<file path="src/rtl/cv32e40p_localparam_pkg.sv">
`default_nettype none
// ============================================================================
// Module   : cv32e40p_localparam_pkg
// Brief    : Shared hardware-loop defaults, write-enable encoding and types.
// Revision : 1.0
// ============================================================================
package cv32e40p_localparam_pkg;

  localparam int N_HWLP      = 2;
  localparam int N_HWLP_BITS = 1;

  // Bit positions within the hardware-loop write-enable vector
  localparam int HWLP_WE_START = 0;
  localparam int HWLP_WE_END   = 1;
  localparam int HWLP_WE_CNT   = 2;

  typedef logic [2:0] hwlp_we_t;

endpackage
`default_nettype wire

</file>
<file path="src/rtl/cv32e40p_hwloop_sel.sv">
`default_nettype none
// ============================================================================
// Module   : cv32e40p_hwloop_sel
// Brief    : Priority walk over matched loops, innermost (index 0) first.
// Revision : 1.0
// ============================================================================
module cv32e40p_hwloop_sel #(
  parameter int N_HWLP      = 2,
  parameter int N_HWLP_BITS = 1
) (
  input  logic [N_HWLP-1:0]      match,
  input  logic [N_HWLP-1:0]      cnt_one,
  output logic [N_HWLP-1:0]      exit_mask,
  output logic                   jump_valid,
  output logic [N_HWLP_BITS-1:0] jump_idx
);

  logic w_done;

  // Matched loops on their last iteration retire; the first one still
  // iterating takes the branch and shields every outer loop.
  always_comb begin
    exit_mask  = '0;
    jump_valid = 1'b0;
    jump_idx   = '0;
    w_done     = 1'b0;
    for (int i = 0; i < N_HWLP; i++) begin
      if (!w_done && match[i]) begin
        if (cnt_one[i]) begin
          exit_mask[i] = 1'b1;
        end else begin
          jump_valid = 1'b1;
          jump_idx   = N_HWLP_BITS'(i);
          w_done     = 1'b1;
        end
      end
    end
  end

endmodule
`default_nettype wire

</file>
<file path="src/rtl/cv32e40p_hwloop_unit.sv">
`default_nettype none
// ============================================================================
// Module   : cv32e40p_hwloop_unit
// Brief    : Parametrised hardware-loop register file and loop-end controller.
// Revision : 1.0
// ============================================================================
module cv32e40p_hwloop_unit #(
  parameter int N_HWLP      = 2,
  parameter int N_HWLP_BITS = (N_HWLP > 1) ? $clog2(N_HWLP) : 1,
  parameter int ADDR_WIDTH  = 32
) (
  input  logic                         clk,
  input  logic                         rst_n,
  input  logic [2:0]                   hwlp_we_i,
  input  logic [N_HWLP_BITS-1:0]       hwlp_regid_i,
  input  logic [ADDR_WIDTH-1:0]        hwlp_start_data_i,
  input  logic [ADDR_WIDTH-1:0]        hwlp_end_data_i,
  input  logic [ADDR_WIDTH-1:0]        hwlp_cnt_data_i,
  input  logic [ADDR_WIDTH-1:0]        id_pc_i,
  input  logic                         id_valid_i,
  input  logic                         id_ready_i,
  output logic                         hwlp_jump_o,
  output logic [ADDR_WIDTH-1:0]        hwlp_target_o,
  output logic [N_HWLP-1:0]            hwlp_active_o,
  output logic [N_HWLP*ADDR_WIDTH-1:0] hwlp_start_o,
  output logic [N_HWLP*ADDR_WIDTH-1:0] hwlp_end_o,
  output logic [N_HWLP*ADDR_WIDTH-1:0] hwlp_cnt_o
);

  import cv32e40p_localparam_pkg::*;

  logic [ADDR_WIDTH-1:0]  r_start [N_HWLP];
  logic [ADDR_WIDTH-1:0]  r_end   [N_HWLP];
  logic [ADDR_WIDTH-1:0]  r_cnt   [N_HWLP];

  hwlp_we_t               w_we;
  logic                   w_fire;
  logic [N_HWLP-1:0]      w_sel;
  logic [N_HWLP-1:0]      w_match;
  logic [N_HWLP-1:0]      w_cnt_one;
  logic [N_HWLP-1:0]      w_dec;
  logic [N_HWLP-1:0]      w_exit_mask;
  logic                   w_jump_valid;
  logic [N_HWLP_BITS-1:0] w_jump_idx;
  logic                   w_unused_lsb;

  assign w_we         = hwlp_we_i;
  assign w_fire       = id_valid_i & id_ready_i;
  assign w_unused_lsb = hwlp_start_data_i[0] ^ hwlp_end_data_i[0];

  // Out-of-range regids never equal any loop index, so they write nothing.
  for (genvar i = 0; i < N_HWLP; i++) begin : g_loop
    assign w_sel[i]     = (hwlp_regid_i == N_HWLP_BITS'(i));
    assign w_match[i]   = id_valid_i && (id_pc_i == r_end[i]) && (r_cnt[i] != '0);
    assign w_cnt_one[i] = (r_cnt[i] == ADDR_WIDTH'(1));
    assign w_dec[i]     = w_fire && (w_exit_mask[i] ||
                          (w_jump_valid && (w_jump_idx == N_HWLP_BITS'(i))));

    assign hwlp_active_o[i]                           = (r_cnt[i] != '0);
    assign hwlp_start_o[i*ADDR_WIDTH +: ADDR_WIDTH]   = r_start[i];
    assign hwlp_end_o[i*ADDR_WIDTH +: ADDR_WIDTH]     = r_end[i];
    assign hwlp_cnt_o[i*ADDR_WIDTH +: ADDR_WIDTH]     = r_cnt[i];
  end

  cv32e40p_hwloop_sel #(
    .N_HWLP      (N_HWLP),
    .N_HWLP_BITS (N_HWLP_BITS)
  ) u_sel (
    .match      (w_match),
    .cnt_one    (w_cnt_one),
    .exit_mask  (w_exit_mask),
    .jump_valid (w_jump_valid),
    .jump_idx   (w_jump_idx)
  );

  assign hwlp_jump_o   = w_jump_valid;
  assign hwlp_target_o = w_jump_valid ? r_start[w_jump_idx] : '0;

  // An exiting loop sits at 1, so a plain decrement retires it to 0.
  // A count write on the same loop takes precedence over its decrement.
  always_ff @(posedge clk or negedge rst_n) begin
    if (!rst_n) begin
      for (int i = 0; i < N_HWLP; i++) begin
        r_start[i] <= '0;
        r_end[i]   <= '0;
        r_cnt[i]   <= '0;
      end
    end else begin
      for (int i = 0; i < N_HWLP; i++) begin
        if (w_we[HWLP_WE_START] && w_sel[i])
          r_start[i] <= {hwlp_start_data_i[ADDR_WIDTH-1:1], 1'b0};
        if (w_we[HWLP_WE_END] && w_sel[i])
          r_end[i] <= {hwlp_end_data_i[ADDR_WIDTH-1:1], 1'b0};
        if (w_we[HWLP_WE_CNT] && w_sel[i])
          r_cnt[i] <= hwlp_cnt_data_i;
        else if (w_dec[i])
          r_cnt[i] <= r_cnt[i] - ADDR_WIDTH'(1);
      end
    end
  end

endmodule
`default_nettype wire
</file>
<file path="config.mk">
export PLATFORM = sky130hd
export DESIGN_NAME = cv32e40p_hwloop_unit
export DESIGN_NICKNAME = d
export VERILOG_FILES = /design/src/rtl/cv32e40p_localparam_pkg.sv /design/src/rtl/cv32e40p_hwloop_sel.sv /design/src/rtl/cv32e40p_hwloop_unit.sv
export SDC_FILE = /design/constraint.sdc
export NUM_CORES = 1
export LEC_CHECK = 0
export CAP_MARGIN = 30
export CORE_AREA = 3 3 158 160
export CTS_CLUSTER_SIZE = 8
export DETAILED_ROUTE_END_ITERATION = 12
export DIE_AREA = 0 0 161 163
export PLACE_DENSITY = 0.83
export SKIP_LAST_GASP = 1
export SYNTH_ARGS = -nofsm -noshare
export SYNTH_HDL_FRONTEND = slang
export SYNTH_SLANG_ARGS = --single-unit
</file>
<file path="constraint.sdc">
create_clock -name clk -period 3.24 [get_ports clk]
set_input_delay 0.648 -clock clk [delete_from_list [all_inputs] [get_ports clk]]
set_output_delay 0.648 -clock clk [all_outputs]
set_load 0.005 [all_outputs]
</file>
; ---- After elaboration in Yosys (flattened, before gate mapping)
; Index checks and enable logic that the tools add are counted.
[word_totals]
output_inout_bits = 227
input_bits = 136
regBits = 188
[op_classes]
n_mux = 18
n_eq_ne = 4
n_bitwise = 4
n_reduce_logical = 22
n_lt_le_gt_ge = 1
n_addsub = 2
[ops]
columns = operator, n
row1 = $mux 32, 8
row2 = $eq 32x1->1 const B, 2
row3 = $eq 32x32->1, 2
row4 = $reduce_bool 32->1, 2
row5 = $sub 32x1->32 const B, 2
row6 = $logic_and 1x1->1, 15
row7 = $mux 1, 10
row8 = $reduce_bool 2->1, 2
row9 = $ge 2x2->1 const B, 1
row10 = $logic_or 1x1->1, 2
row11 = $not 1->1, 2
row12 = $not 1->2, 1
row13 = $and 1x1->1, 1
row14 = $logic_not 1->1, 1

; ---- Longest topological paths before layout
[depth]
depth_word = 13
depth_mapped = 11

; ---- By module
; Synthesis repeated with hierarchy kept, for this count alone.
[unflattened]
hier_cells = 862
area_unflattened_um2 = 9611.7
[modules_own_cells]
columns = module, cells_each, area_each_um2, seq_area_each_um2, instances
row1 = cv32e40p_hwloop_unit, 856, 9562.9, 4704.5, 1
row2 = cv32e40p_hwloop_sel, 6, 48.8, 0.0, 1

; ---- Worst setup path after synthesis
; No wires, ideal clock.
[synth_timing]
path_kind = register to output
startpoint = register r_cnt, in the netlist hwlp_cnt_o[7]
endpoint = output port hwlp_target_o[10]
stages_incl_launch_ff = 9
setup_slack_ns = 0.172
t_required_ns = 2.592
n_path_buf = 1
arrival_ns = 2.420
cell_sequence = dfrtp_1 nor4_4 nand3_2 or4_1 nand3_1 nand2_1 a21oi_1 clkbuf_1 a22o_1
[synth_via]
elab_chain_cells = 11
word_cells_on_any_way = 15
[synth_rtl]
columns = element, line
row1 = start: declaration, cv32e40p_hwloop_unit.sv:34  ; logic [ADDR_WIDTH-1:0] r_cnt [N_HWLP];
row2 = start signal: indexed assignment, cv32e40p_hwloop_unit.sv:95  ; r_cnt[i] <= hwlp_cnt_data_i;
row3 = start signal: indexed assignment, cv32e40p_hwloop_unit.sv:97  ; r_cnt[i] <= r_cnt[i] - ADDR_WIDTH'(1);
row4 = $eq 32x1->1 or $reduce_bool 32->1 (tied branches), "cv32e40p_hwloop_unit.sv:55, cv32e40p_hwloop_unit.sv:54"
row5 = $mux 1 or $logic_and 1x1->1 (tied branches), "cv32e40p_hwloop_sel.sv:29, cv32e40p_hwloop_unit.sv:54"
row6 = $mux 1 (*), cv32e40p_hwloop_sel.sv:28  ; if (!w_done && match[i]) begin
row7 = $logic_not 1->1, cv32e40p_hwloop_sel.sv:28
row8 = $logic_and 1x1->1, cv32e40p_hwloop_sel.sv:28
row9 = $mux 1, cv32e40p_hwloop_sel.sv:28
row10 = $not 1->2 (not written as such), cv32e40p_hwloop_unit.sv:77  ; assign hwlp_target_o = w_jump_valid ? r_start[w_jump_idx] : '0;
row11 = $mux 32 (not written as such) (3 in series), cv32e40p_hwloop_unit.sv:77
row12 = $mux 32 (*), cv32e40p_hwloop_unit.sv:77
row13 = end: declaration, cv32e40p_hwloop_unit.sv:23  ; output logic [ADDR_WIDTH-1:0] hwlp_target_o,
; Every way passes the cells marked *; elsewhere a longest branch is shown, timed or not. The select of a mux whose other input is x is not followed.

; ---- Final worst setup path
[layout_timing]
startpoint = register r_cnt, in the netlist hwlp_cnt_o[14]
endpoint = output port hwlp_target_o[18]
; The elaborated chain is that of the path after synthesis.

==> flow_metrics.py <==
metrics = {
    "setup_path": {
        "cp-start-kind": "flop",
        "critPathRequiredTime_ps": 2590,
        "r2r_cells": 11,
        "critPathTopFamily": "simple AND/OR/NAND/NOR gates",
        "path_class": "flop to primary output",
        "cp-endpoint": "hwlp_target_o[18]",
        "cp_cell_sequence": "nor4_2 -> buf_4 -> nand3_2 -> or4_4 -> nand3_4 -> nand2_4 -> a21oi_4 -> buf_12 -> buf_8 -> buf_12 -> buf_16 -> a22o_1 -> buf_2",
        "reg2reg_from": "hwlp_cnt_o[14]$_DFFE_PN0P_",
        "startpoint": "hwlp_cnt_o[14]$_DFFE_PN0P_",
        "worst-endpoint-arrival_ps": 2910,
        "slowest_stage": "or4_4",
        "critical-path-max-stage-delay_ps": 540,
        "cp_common_cell": "buf_12",
        "worstPathMaxFanout": 6,
        "path_buf_inv": 6,
        "timing.rr.end": "hwlp_cnt_o[62]$_DFFE_PN0P_",
        "r2r_slack_ps": -70,
        "cp.depth": 13,
        "critPathCaptureType": "primary output",
    },
    "final_layout": {
        "nets": 1436,
        "finalNonFillerCells": 1626,
        "drive_gt1_share_pct": 27.79,
        "area_growth_pct": 58.33,
    },
    "sta": {
        "fin_ws_ps": -319.4,
        "slew-limit-headroom_pct": 53.31,
        "skew_ps": 12.20,
        "setup_tns_ps": -8280,
        "setup_violations": 39,
        "rsz0062_at_grt": "yes",
        "fmax_ghz": 0.2809,
        "worstMarginPinSlew_ps": 697.1,
        "fin_crit_ps": 3559,
        "slew_viol_final": 0,
        "whs_ps": 272.6,
        "min_period_over_period_pct": 109.9,
        "hold_viol_final": 0,
    },
    "global_routing": {
        "gr-total-overflow": 0,
        "grt_usage_pct": 25.58,
        "grt_first_pass_wirelength_mm": 51.95,
        "grt_pass1_vias": 9054,
        "grt_antenna_before_repair": 2,
        "grt_max_degree": 83,
    },
    "die": {
        "row_count": 56,
        "die-area_um2": 26240,
        "start_util_pct": 40.17,
        "core_area_um2": 23540,
        "die_w_um": 161,
        "die_h_um": 163,
        "io-pin-count": 363,
    },
    "power_and_ir_drop": {
        "power_uw": 7034,
        "power_density_nw_per_um2": 469.7,
        "vdd_drop_max_uv": 291.9,
        "p_leak_uw": 0.006087,
    },
    "synthesis": {
        "yosys.cell_types.count": 48,
        "synth_area_leaders": "dfrtp_1 50%, mux2_2 15%, xor2_1 4.5%, xnor2_1 4.0%, a22o_1 2.9%",
        "postSynth.asyncResetShare_pct": 100.0,
        "synth_ff_type": "dfrtp_1",
        "synth_top_cell_area_share_pct": 49.74,
        "ys_top_cells_by_count": "188 x dfrtp_1, 125 x mux2_2, 56 x nor2_1",
        "synth-edff-count": 0,
        "syn_inst": 845,
        "avgSynthCellArea_um2": 11.19,
        "synth_most_common_cell": "dfrtp_1",
        "ys_seq_elements": 188,
        "syn_area_um2": 9458,
        "yosysSeqAreaShare_pct": 49.74,
        "ys_warn_count": 0,
        "yosysTopAreaCell": "dfrtp_1",
    },
    "cts": {
        "clock_path_buffers": 2,
        "root_buffer": "clkbuf_16",
        "cts.sinks": 188,
        "cts_tree": "yes",
        "cts_inserted_buffers": 17,
        "worstSkewPairLatency_ps": 430,
        "htree_levels": 4,
        "cts.clk_slew.worst_paths_ps": 80,
    },
    "worst_hold_path": {
        "hp-class": "primary input to async pin",
    },
    "detailed_routing": {
        "totalWireLength_mm": 34.48,
        "dr.pass1.iters": 6,
        "ant_nets": 0,
        "wl_per_cell_um": 21.20,
        "drc": 0,
        "drt-vias-per-instance": 5.389,
        "drt-initial-drc-count": 833,
        "via_count": 8762,
    },
    "placement": {
        "portBuffers": 355,
        "dp.cells": 1575,
        "place_hpwl_mm": 25.55,
        "place.gp.congestion": 0.9112,
    },
    "status": {
        "violations": "negative setup slack",
        "status": "complete, but fails checks",
    },
    "flow_run": {
        "cap_violations": 0,
    },
}
==> final cells by class <==
type | instances | area, µm²
Fill cell | 1875 | 8568
Multi-Input combinational cell | 604 | 4783
Sequential cell | 188 | 4705
Timing Repair Buffer | 476 | 4476
Clock buffer | 17 | 425.4
Tap cell | 319 | 399.1
Clock inverter | 14 | 157.7
Inverter | 7 | 26.28
Antenna cell | 1 | 2.502
==> flip-flops by register name, indices dropped and copies added, names as in the netlist <==
signal / cells
hwlp_cnt_o: 64
hwlp_end_o: 62
hwlp_start_o: 62
==> worst register-to-register path, delay by kind of cell, from the launching register on <==
kind / cells / cell delay (ps)
simple gates: 6 / 2060
buf+inv: 4 / 620
flops: 1 / 390
compound gates: 1 / 170
==> layout by cell type (no fill, tap or decap), types with 4 or more instances in the layout <==
| cell | n |
|---|---|
| clkbuf_16 | 18 |
| a31oi_1 | 29 |
| o31ai_1 | 6 |
| or2_2 | 5 |
| xnor2_2 | 5 |
| buf_4 | 104 |
| clkdlybuf4s50_1 | 294 |
| buf_6 | 4 |
| dfrtp_1 | 188 |
| a21oi_1 | 15 |
| nand4_1 | 20 |
| and2_1 | 5 |
| a22o_1 | 31 |
| xnor2_1 | 38 |
| and4_4 | 4 |
| nor3_1 | 7 |
| nand2_1 | 40 |
| buf_12 | 8 |
| nor4_2 | 14 |
| nand3_1 | 9 |
| nor2b_2 | 4 |
| xor2_1 | 49 |
| mux2_2 | 125 |
| ha_1 | 6 |
| buf_2 | 32 |
| inv_8 | 5 |
| or4_1 | 11 |
| nand2b_1 | 6 |
| inv_1 | 7 |
| or3_1 | 27 |
| nor4_4 | 4 |
| dlygate4sd2_1 | 23 |
| nor4_1 | 12 |
| conb_1 | 5 |
| o21ai_0 | 30 |
| nor2_1 | 56 |
| clkinv_4 | 5 |
==> how the worst min path moves through the flow <==
| stage | from | to | slack (ps) | cells past startpoint |
|---|---|---|---|---|
| 2_1_floorplan | rst_n | hwlp_cnt_o[0]$_DFFE_PN0P_ | 350 | 0 |
| 3_3_place_gp | hwlp_start_o[35]$_DFFE_PN0P_ | hwlp_start_o[35]$_DFFE_PN0P_ | 520 | 1 |
| 3_5_place_dp | hwlp_start_o[38]$_DFFE_PN0P_ | hwlp_start_o[38]$_DFFE_PN0P_ | 520 | 1 |
| 4_1_cts | rst_n | hwlp_cnt_o[13]$_DFFE_PN0P_ | 280 | 1 |
| 5_1_grt | rst_n | hwlp_cnt_o[12]$_DFFE_PN0P_ | 310 | 1 |
| 6_report | rst_n | hwlp_cnt_o[12]$_DFFE_PN0P_ | 270 | 1 |
==> report_power, final <==
part | switching, µW | leakage, µW | internal, µW
Combinational | 735 | 0.00362 | 1190
Clock | 1050 | 0.000286 | 1030
Sequential | 350 | 0.00218 | 2680
Total | 2130 | 0.00609 | 4900
==> repair_timing <==
action	4_1_cts	5_1_grt
cloned	4	1
endpoints found under the setup margin	52	43
hold buffers	0	0
pin swaps	35	28
setup buffers	14	3
resized for setup	210	17
==> cells by family (layout without fill, tap and decap cells) <==
group,count (synthesis),after routing,synth area share (%)
multiplexers,128,128,15.20
XOR/XNOR,92,92,8.520
AND/OR/NAND/NOR,246,246,14.26
flip-flops,188,188,49.74
AO/OA/AOI/OAI,127,127,8.904
adder cells (fa/ha/maj),6,6,0.7937
other,1,6,0.03965
buffers and inverters,57,514,2.540
==> metal layers <==
| metal | wire length, µm | share of wire (%) | global-route usage, % | vias to the layer above |
|---|---|---|---|---|
| met5 | 20 | 0.058 | 0 | - |
| met4 | 984 | 2.9 | 9.269 | 2 |
| met3 | 2392 | 6.9 | 5.875 | 59 |
| met2 | 17630 | 51 | 45.22 | 375 |
| met1 | 13450 | 39 | 30.59 | 4362 |
| li1 | - | - | - | 3964 |
==> metrics by stage <==
stage	setup WS [ps]	util (%)	cell area, µm²
floorplan	172.3	-	9473
global placement	-866.3	59.68	14050
detailed placement	-904.3	59.68	14050
CTS	-351.1	63.44	14930
global route	-437.1	63.61	14970
finish	-319.4	63.61	14970
Note: power is estimated with default switching activity, not from simulation.
